## config.mk

```make
export PLATFORM = sky130hd
export DESIGN_NAME = unsigned_restoring_div_16by8
export DESIGN_NICKNAME = d
export VERILOG_FILES = /design/src/rtl/unsigned_restoring_div_16by8.sv
export SDC_FILE = /design/constraint.sdc
export NUM_CORES = 1
export LEC_CHECK = 0
export BUFFER_PORTS_ARGS = -buffer_cell sky130_fd_sc_hd__clkbuf_2
export CORE_MARGIN = 2
export CORE_UTILIZATION = 45
export CTS_CLUSTER_DIAMETER = 40
export DETAILED_ROUTE_END_ITERATION = 8
export GPL_TIMING_DRIVEN = 0
export PLACE_DENSITY_LB_ADDON = 0.2
export SLEW_MARGIN = 20
export SYNTH_ARGS = -nofsm -noshare
export SYNTH_HDL_FRONTEND = slang
export SYNTH_SLANG_ARGS = --single-unit
```

## constraint.sdc

```tcl
create_clock -name clk -period 4.7 [get_ports clk]
set_input_delay 1.41 -clock clk [delete_from_list [all_inputs] [get_ports clk]]
set_output_delay 1.41 -clock clk [all_outputs]
set_load 0.02 [all_outputs]
```

## src/rtl/unsigned_restoring_div_16by8.sv

```systemverilog
// Sequential unsigned restoring divider: 2*DW-bit dividend / DW-bit divisor.
// Produces one quotient bit per clock behind a valid/ready handshake on each side.
//
// Ports:
//   clk, rst            rising-edge clock, async active-high reset
//   in_valid, in_ready  operand handshake (dividend, divisor)
//   out_valid, out_ready result handshake (quotient, remainder, div_by_zero)
module unsigned_restoring_div_16by8 #(
    parameter int DW = 8
) (
    input  logic            clk,
    input  logic            rst,
    input  logic            in_valid,
    output logic            in_ready,
    input  logic [2*DW-1:0] dividend,
    input  logic [DW-1:0]   divisor,
    output logic            out_valid,
    input  logic            out_ready,
    output logic [2*DW-1:0] quotient,
    output logic [DW-1:0]   remainder,
    output logic            div_by_zero
);

    localparam int CW = $clog2(2 * DW);

    typedef enum logic [1:0] {
        IDLE,
        CALC,
        DONE
    } state_t;

    state_t          state_q, state_d;
    logic [CW-1:0]   cnt_q, cnt_d;
    logic [DW:0]     r_q, r_d;
    logic [2*DW-1:0] q_q, q_d;
    logic [DW-1:0]   dvs_q, dvs_d;
    logic [2*DW-1:0] quo_q, quo_d;
    logic [DW-1:0]   rem_q, rem_d;
    logic            dbz_q, dbz_d;
    logic            ov_q, ov_d;

    logic [DW:0]     r_shift;
    logic [DW:0]     r_sub;
    logic            q_bit;

    always_ff @(posedge clk or posedge rst) begin
        if (rst) begin
            state_q <= IDLE;
            cnt_q   <= '0;
            r_q     <= '0;
            q_q     <= '0;
            dvs_q   <= '0;
            quo_q   <= '0;
            rem_q   <= '0;
            dbz_q   <= 1'b0;
            ov_q    <= 1'b0;
        end else begin
            state_q <= state_d;
            cnt_q   <= cnt_d;
            r_q     <= r_d;
            q_q     <= q_d;
            dvs_q   <= dvs_d;
            quo_q   <= quo_d;
            rem_q   <= rem_d;
            dbz_q   <= dbz_d;
            ov_q    <= ov_d;
        end
    end

    always_comb begin
        state_d = state_q;
        cnt_d   = cnt_q;
        r_d     = r_q;
        q_d     = q_q;
        dvs_d   = dvs_q;
        quo_d   = quo_q;
        rem_d   = rem_q;
        dbz_d   = dbz_q;
        ov_d    = ov_q;
        // Shift the next dividend bit into the partial remainder, then trial-subtract.
        r_shift = {r_q[DW-1:0], q_q[2*DW-1]};
        r_sub   = r_shift - {1'b0, dvs_q};
        q_bit   = (r_shift >= {1'b0, dvs_q});

        unique case (state_q)
            IDLE: begin
                if (in_valid) begin
                    dvs_d = divisor;
                    dbz_d = 1'b0;
                    if (divisor == '0) begin
                        state_d = DONE;
                        quo_d   = '1;
                        rem_d   = dividend[DW-1:0];
                        dbz_d   = 1'b1;
                        ov_d    = 1'b1;
                    end else begin
                        state_d = CALC;
                        r_d     = '0;
                        q_d     = dividend;
                        cnt_d   = CW'(2 * DW - 1);
                    end
                end
            end
            CALC: begin
                r_d = q_bit ? r_sub : r_shift;
                q_d = {q_q[2*DW-2:0], q_bit};
                if (cnt_q == '0) begin
                    state_d = DONE;
                    quo_d   = q_d;
                    // Restored remainder is always below the divisor, so the MSB is zero.
                    rem_d   = r_d[DW-1:0];
                    ov_d    = 1'b1;
                end else begin
                    cnt_d = cnt_q - CW'(1);
                end
            end
            DONE: begin
                if (out_ready) begin
                    state_d = IDLE;
                    ov_d    = 1'b0;
                end
            end
            default: begin
                state_d = IDLE;
            end
        endcase
    end

    assign in_ready    = (state_q == IDLE);
    assign out_valid   = ov_q;
    assign quotient    = quo_q;
    assign remainder   = rem_q;
    assign div_by_zero = dbz_q;

endmodule

```

---- After elaboration in Yosys (flattened, before gate mapping) ----
Cells that the tools add are included.
W data, S select, Z words.
word-level totals
  bits in registers ....................... 64
  latch bits .............................. 0
  RAM bits ................................ 0
  memory bits (read-only) ................. 0
  bits of input ports ..................... 28
  output and inout port bits .............. 27
  logic and storage cells ................. 61
  memories ................................ 0
operators by class
  $add $sub $neg .......................... 2
  multipliers ............................. 0
  div/mod/pow operators ................... 0
  order comparisons ....................... 1
  equal/unequal tests ..................... 8
  shift operators ......................... 0
  muxes and demuxes ....................... 30
  bitwise gates (word level) .............. 0
  reduce and logical (&&, ||, !) cells .... 11
operators by type and width
  cell                   number
  $mux W16               5
  $pmux W16 S2           2
  $mux W8                6
  $pmux W8 S2            2
  $mux W4                3
  $ne A2 B2 Y1 const B   5
  $ge A9 B8 Y1           1
  $logic_not A8 Y1       1
  $mux W2                4
  $pmux W4 S2            1
  $reduce_and A4 Y1      2
  $sub A8 B8 Y8          1
  $pmux W2 S3            1
  $reduce_and A3 Y1      2
  $mux W1                5
  $reduce_and A5 Y1      1
  $logic_not A4 Y1       1
  $sub A4 B1 Y4 const B  1
  $pmux W1 S3            1
  $reduce_bool A3 Y1     1
  $eq A2 B1 Y1 const B   1
  $eq A2 B2 Y1 const B   1
  $logic_not A2 Y1       1
  $ne A2 B1 Y1 const B   1
  2 further kinds        2

---- Longest topological paths before layout ----
  depth in word-level cells ............... 4
  mapped depth ............................ 9
  depth with buffers taken out ............ 9

---- Least setup slack after synthesis ----
No wires, ideal clock.
  path kind ............................... input-to-reg
  from .................................... input port divisor[4]
  to ...................................... register rem_q[0] (netlist: remainder[0])
  library setup time ...................... 0.127 ns
  arrival ................................. 2.880 ns
  required time ........................... 4.573 ns
  path slack .............................. 1.692 ns
  cell stages on the path ................. 6
  path buffers ............................ 2
  path through ............................ or4_1 -> or2_1 -> buf_6 -> o21ai_4 -> buf_6 -> mux2_1
on the way
  cells in the longest elaborated chain, start to end .. 3
ends and longest elaborated chain
  element                             RTL line  source
  from (decl)                         16        input logic [DW-1:0] divisor,
  $logic_not A8 Y1                    90        if (divisor == '0) begin
  $ne A2 B1 Y1 (no source line)       --
  $reduce_and A4 Y1 (no source line)  --
  to (signal assigned)                64        rem_q <= rem_d;
  to (decl)                           38        logic [DW-1:0] rem_q, rem_d;
No other way between the ends.
A chain may end at the register's enable or synchronous reset.

---- Final worst setup path ----
  from .................................... input port divisor[0]
  to ...................................... register rem_q[0] (netlist: remainder[0])
Same word-level chain as after synthesis.

==> results by group <==
Global routing
  • Grt peak-use layer: met2
  • Met2 usage: between 30% and 40%
  • Met3 usage: 4.43%
  • Met1 Use GR: around 28%
  • First-pass GRT wire length: ~12000 um
  • Total global-route track usage: approximately a fifth
  • Grt ovf: 0
  • Vias in the first global route: ~2600
  • Largest net degree at the start of global routing: 55
  • Initial antenna violation count: 0

Synthesis
  • Yosys reg bits: 64
  • Mapped Cells: 356
  • Share of the synthesized area in the top cell type: 49.0%
  • Sequential area share after synthesis: approximately half
  • Top cells by area, synth: dfrtp_1, nand2_1, nor2_1
  • Synthesized net count: ~390
  • Most frequent cells after synthesis: dfrtp_1, nand2_1, nor2_1, o21ai_0, a31oi_1
  • FFs w/ async S/R, synth: 100%
  • Most used DFF post-synth: dfrtp_1
  • Syn Std Cell Area: approximately 0.0033 mm2
  • Post-synth EDFFs: 0
  • Count of cell types in the netlist: 46
  • Cell taking the most area after synthesis: dfrtp_1
  • Syn. warnings: 0
  • Synth Area per Inst: 9.18 um2
  • Count leader, synth: dfrtp_1

Clock tree
  • CTS tree: done
  • Cts repair resizes: 0
  • CTS Root Cell: clkbuf_8
  • CTS Hold Bufs: 0
  • Htree depth: 3
  • Clock tree sinks: 64
  • Later-pin clock latency in the skew report: roughly 350 ps
  • Number of buffers on the longest clock path: 2
  • Clock transition at path regs: around 70 ps
  • Post-CTS Setup Bufs: 0
  • TritonCTS buffer count: 9

Timing
  • RSZ-0062 raised after global routing: no
  • Slew headroom: roughly 63%
  • Max Fclk: around 350 MHz
  • Final period util: between 60 and 70%
  • Post-route setup slack: around 1800 ps
  • Setup Skew: around 10 ps
  • Min Tclk post-route: 2850 ps
  • Setup TNS: 0 ps
  • Final setup viols: 0
  • Hold Fails Final Rpt: 0
  • Slew Viols, Final: 0
  • Min Hold Slack: roughly 500 ps
  • Least-Margin Pin Slew: about 550 ps

Placed design
  • Place WS: 1480 ps
  • DP Area: roughly 0.0037 mm2
  • Port bufs: 54
  • Inst Count DP: ~500
  • GP Congestion: between 0.8 and 0.9
  • DP HPWL: roughly 5600 um

Power
  • Leak: about 1.8 nW
  • Total power: about 3.2 mW
  • Pwr dens: 838 mW/mm2
  • Max VDD drop: around 320 uV

Finish
  • Inserted Diodes: 0
  • Final instance area: approximately 0.0039 mm2
  • Layout cell share with drive strength beyond 1: approximately 23%
  • Post-Layout Cell Count: 526
  • Util after Layout: 54.1%
  • NumNets Final: 460
  • Syn-to-layout area delta: 18.3%

Drt
  • Vias: roughly 2700
  • 1st-iter DRT viols: ~130
  • 1st-pass router iterations: 4
  • Antenna-violating nets left: 0
  • DR WL/cell: 14.3 um
  • # DRC: 0
  • Vias per std cell: about 5.2
  • Routed WL: ~7500 um

Job
  • MaxCap Viol Count: 0

Critical path
  • Worst r2r path cells: 8
  • R2r endpoint: remainder[4]
  • Critical path class: in -> reg
  • Reg-to-Reg Start: r_q[3]
  • Most common cell on crit path: buf_6
  • Slowest-stage cell, CP: or4_1
  • Crit end category: flop
  • Slowest stage delay, CP: 550 ps
  • Worst setup SP type: primary input
  • Req. time, crit path: 4930 ps
  • Critical Path AT: 3080 ps
  • Critical-path cell list: clkbuf_2, or4_1, or2_1, buf_6, o21ai_4, buf_6, mux2_1
  • R2r setup slk: ~2200 ps
  • Worst-path maximum fanout: 10

Die
  • Chip Height: 89.2 um
  • FP Rows: 31
  • Die width: between 80 and 90 um
  • Core Box Area: ~0.0071 mm2
  • Starting Density: between 40% and 50%
  • Boundary pin count: 55
  • Die footprint: between 0.007 and 0.008 mm2

Worst hold path
  • Worst hold path class: reg -> reg
  • Hold depth: 1
  • Hold wc startpoint: remainder[0]
  • Worst hold path endpoint: remainder[0]

Run status
  • Outcome: completed
## worst max-delay path by stage
stage	to	start	cells after the start
finish	remainder[0]	divisor[0]	7
global route	q_q[1]	divisor[0]	7
CTS	remainder[0]	divisor[0]	7
detailed placement	remainder[0]	divisor[0]	7
global placement	remainder[2]	rst	2
floorplan	cnt_q[0]	rst	1
## cells in the final DEF, fill, tap and decap left out, drive strengths merged, types with 6 or more instances in the layout
cell / n
a31oi: 18
buf: 11
ha: 9
inv: 17
nor2: 56
nand2: 57
dfrtp: 64
nor3: 18
clkbuf: 72
o211ai: 6
o21ai: 22
a21oi: 11
## report_power, final
part           total [mW]  leakage, nW  switching, mW  internal, mW
clock               0.414       0.0772          0.225         0.190
sequential           1.02        0.740          0.184         0.840
combinational        1.80        0.947           1.07         0.731
total                3.24         1.76           1.48          1.76
## cells by family (layout without fill, tap and decap cells)
family,Yosys count,after routing,share of synthesized area (%)
AO/OA/AOI/OAI,78,78,15.4
XOR/XNOR,5,5,1.34
adder cells (fa/ha/maj),10,10,4.06
buffers and inverters,36,107,5.78
flip-flops,64,64,49.0
multiplexers,6,6,1.99
AND/OR/NAND/NOR,157,157,22.4
## worst max-delay path: cells and delay by family
| family | cells | cell delay, ps |
|---|---|---|
| compound gates | 1 | 150 |
| mux | 1 | 320 |
| simple gates | 2 | 790 |
| buf+inv | 3 | 400 |
## flip-flops by register name, summed over array words and instances, names as in the netlist
register	count
q_q	16
remainder	8
cnt_q	4
quotient	16
r_q	8
state_q	2
out_valid	1
div_by_zero	1
dvs_q	8
## layer usage
layer,share of wire (%),wire [um]
met1,46,3470
met2,48,3610
met3,4.4,331
met4,1.3,100
met5,0,0
## cell type report
cell class / instances / area (um2)
Fill cell: 713 / 3270
Sequential cell: 64 / 1600
Multi-Input combinational cell: 256 / 1480
Timing Repair Buffer: 55 / 298
Buffer: 19 / 125
Clock buffer: 9 / 124
Tap cell: 99 / 124
Inverter: 17 / 66.3
Clock inverter: 7 / 48.8
Note: power is estimated with default switching activity, not from simulation.
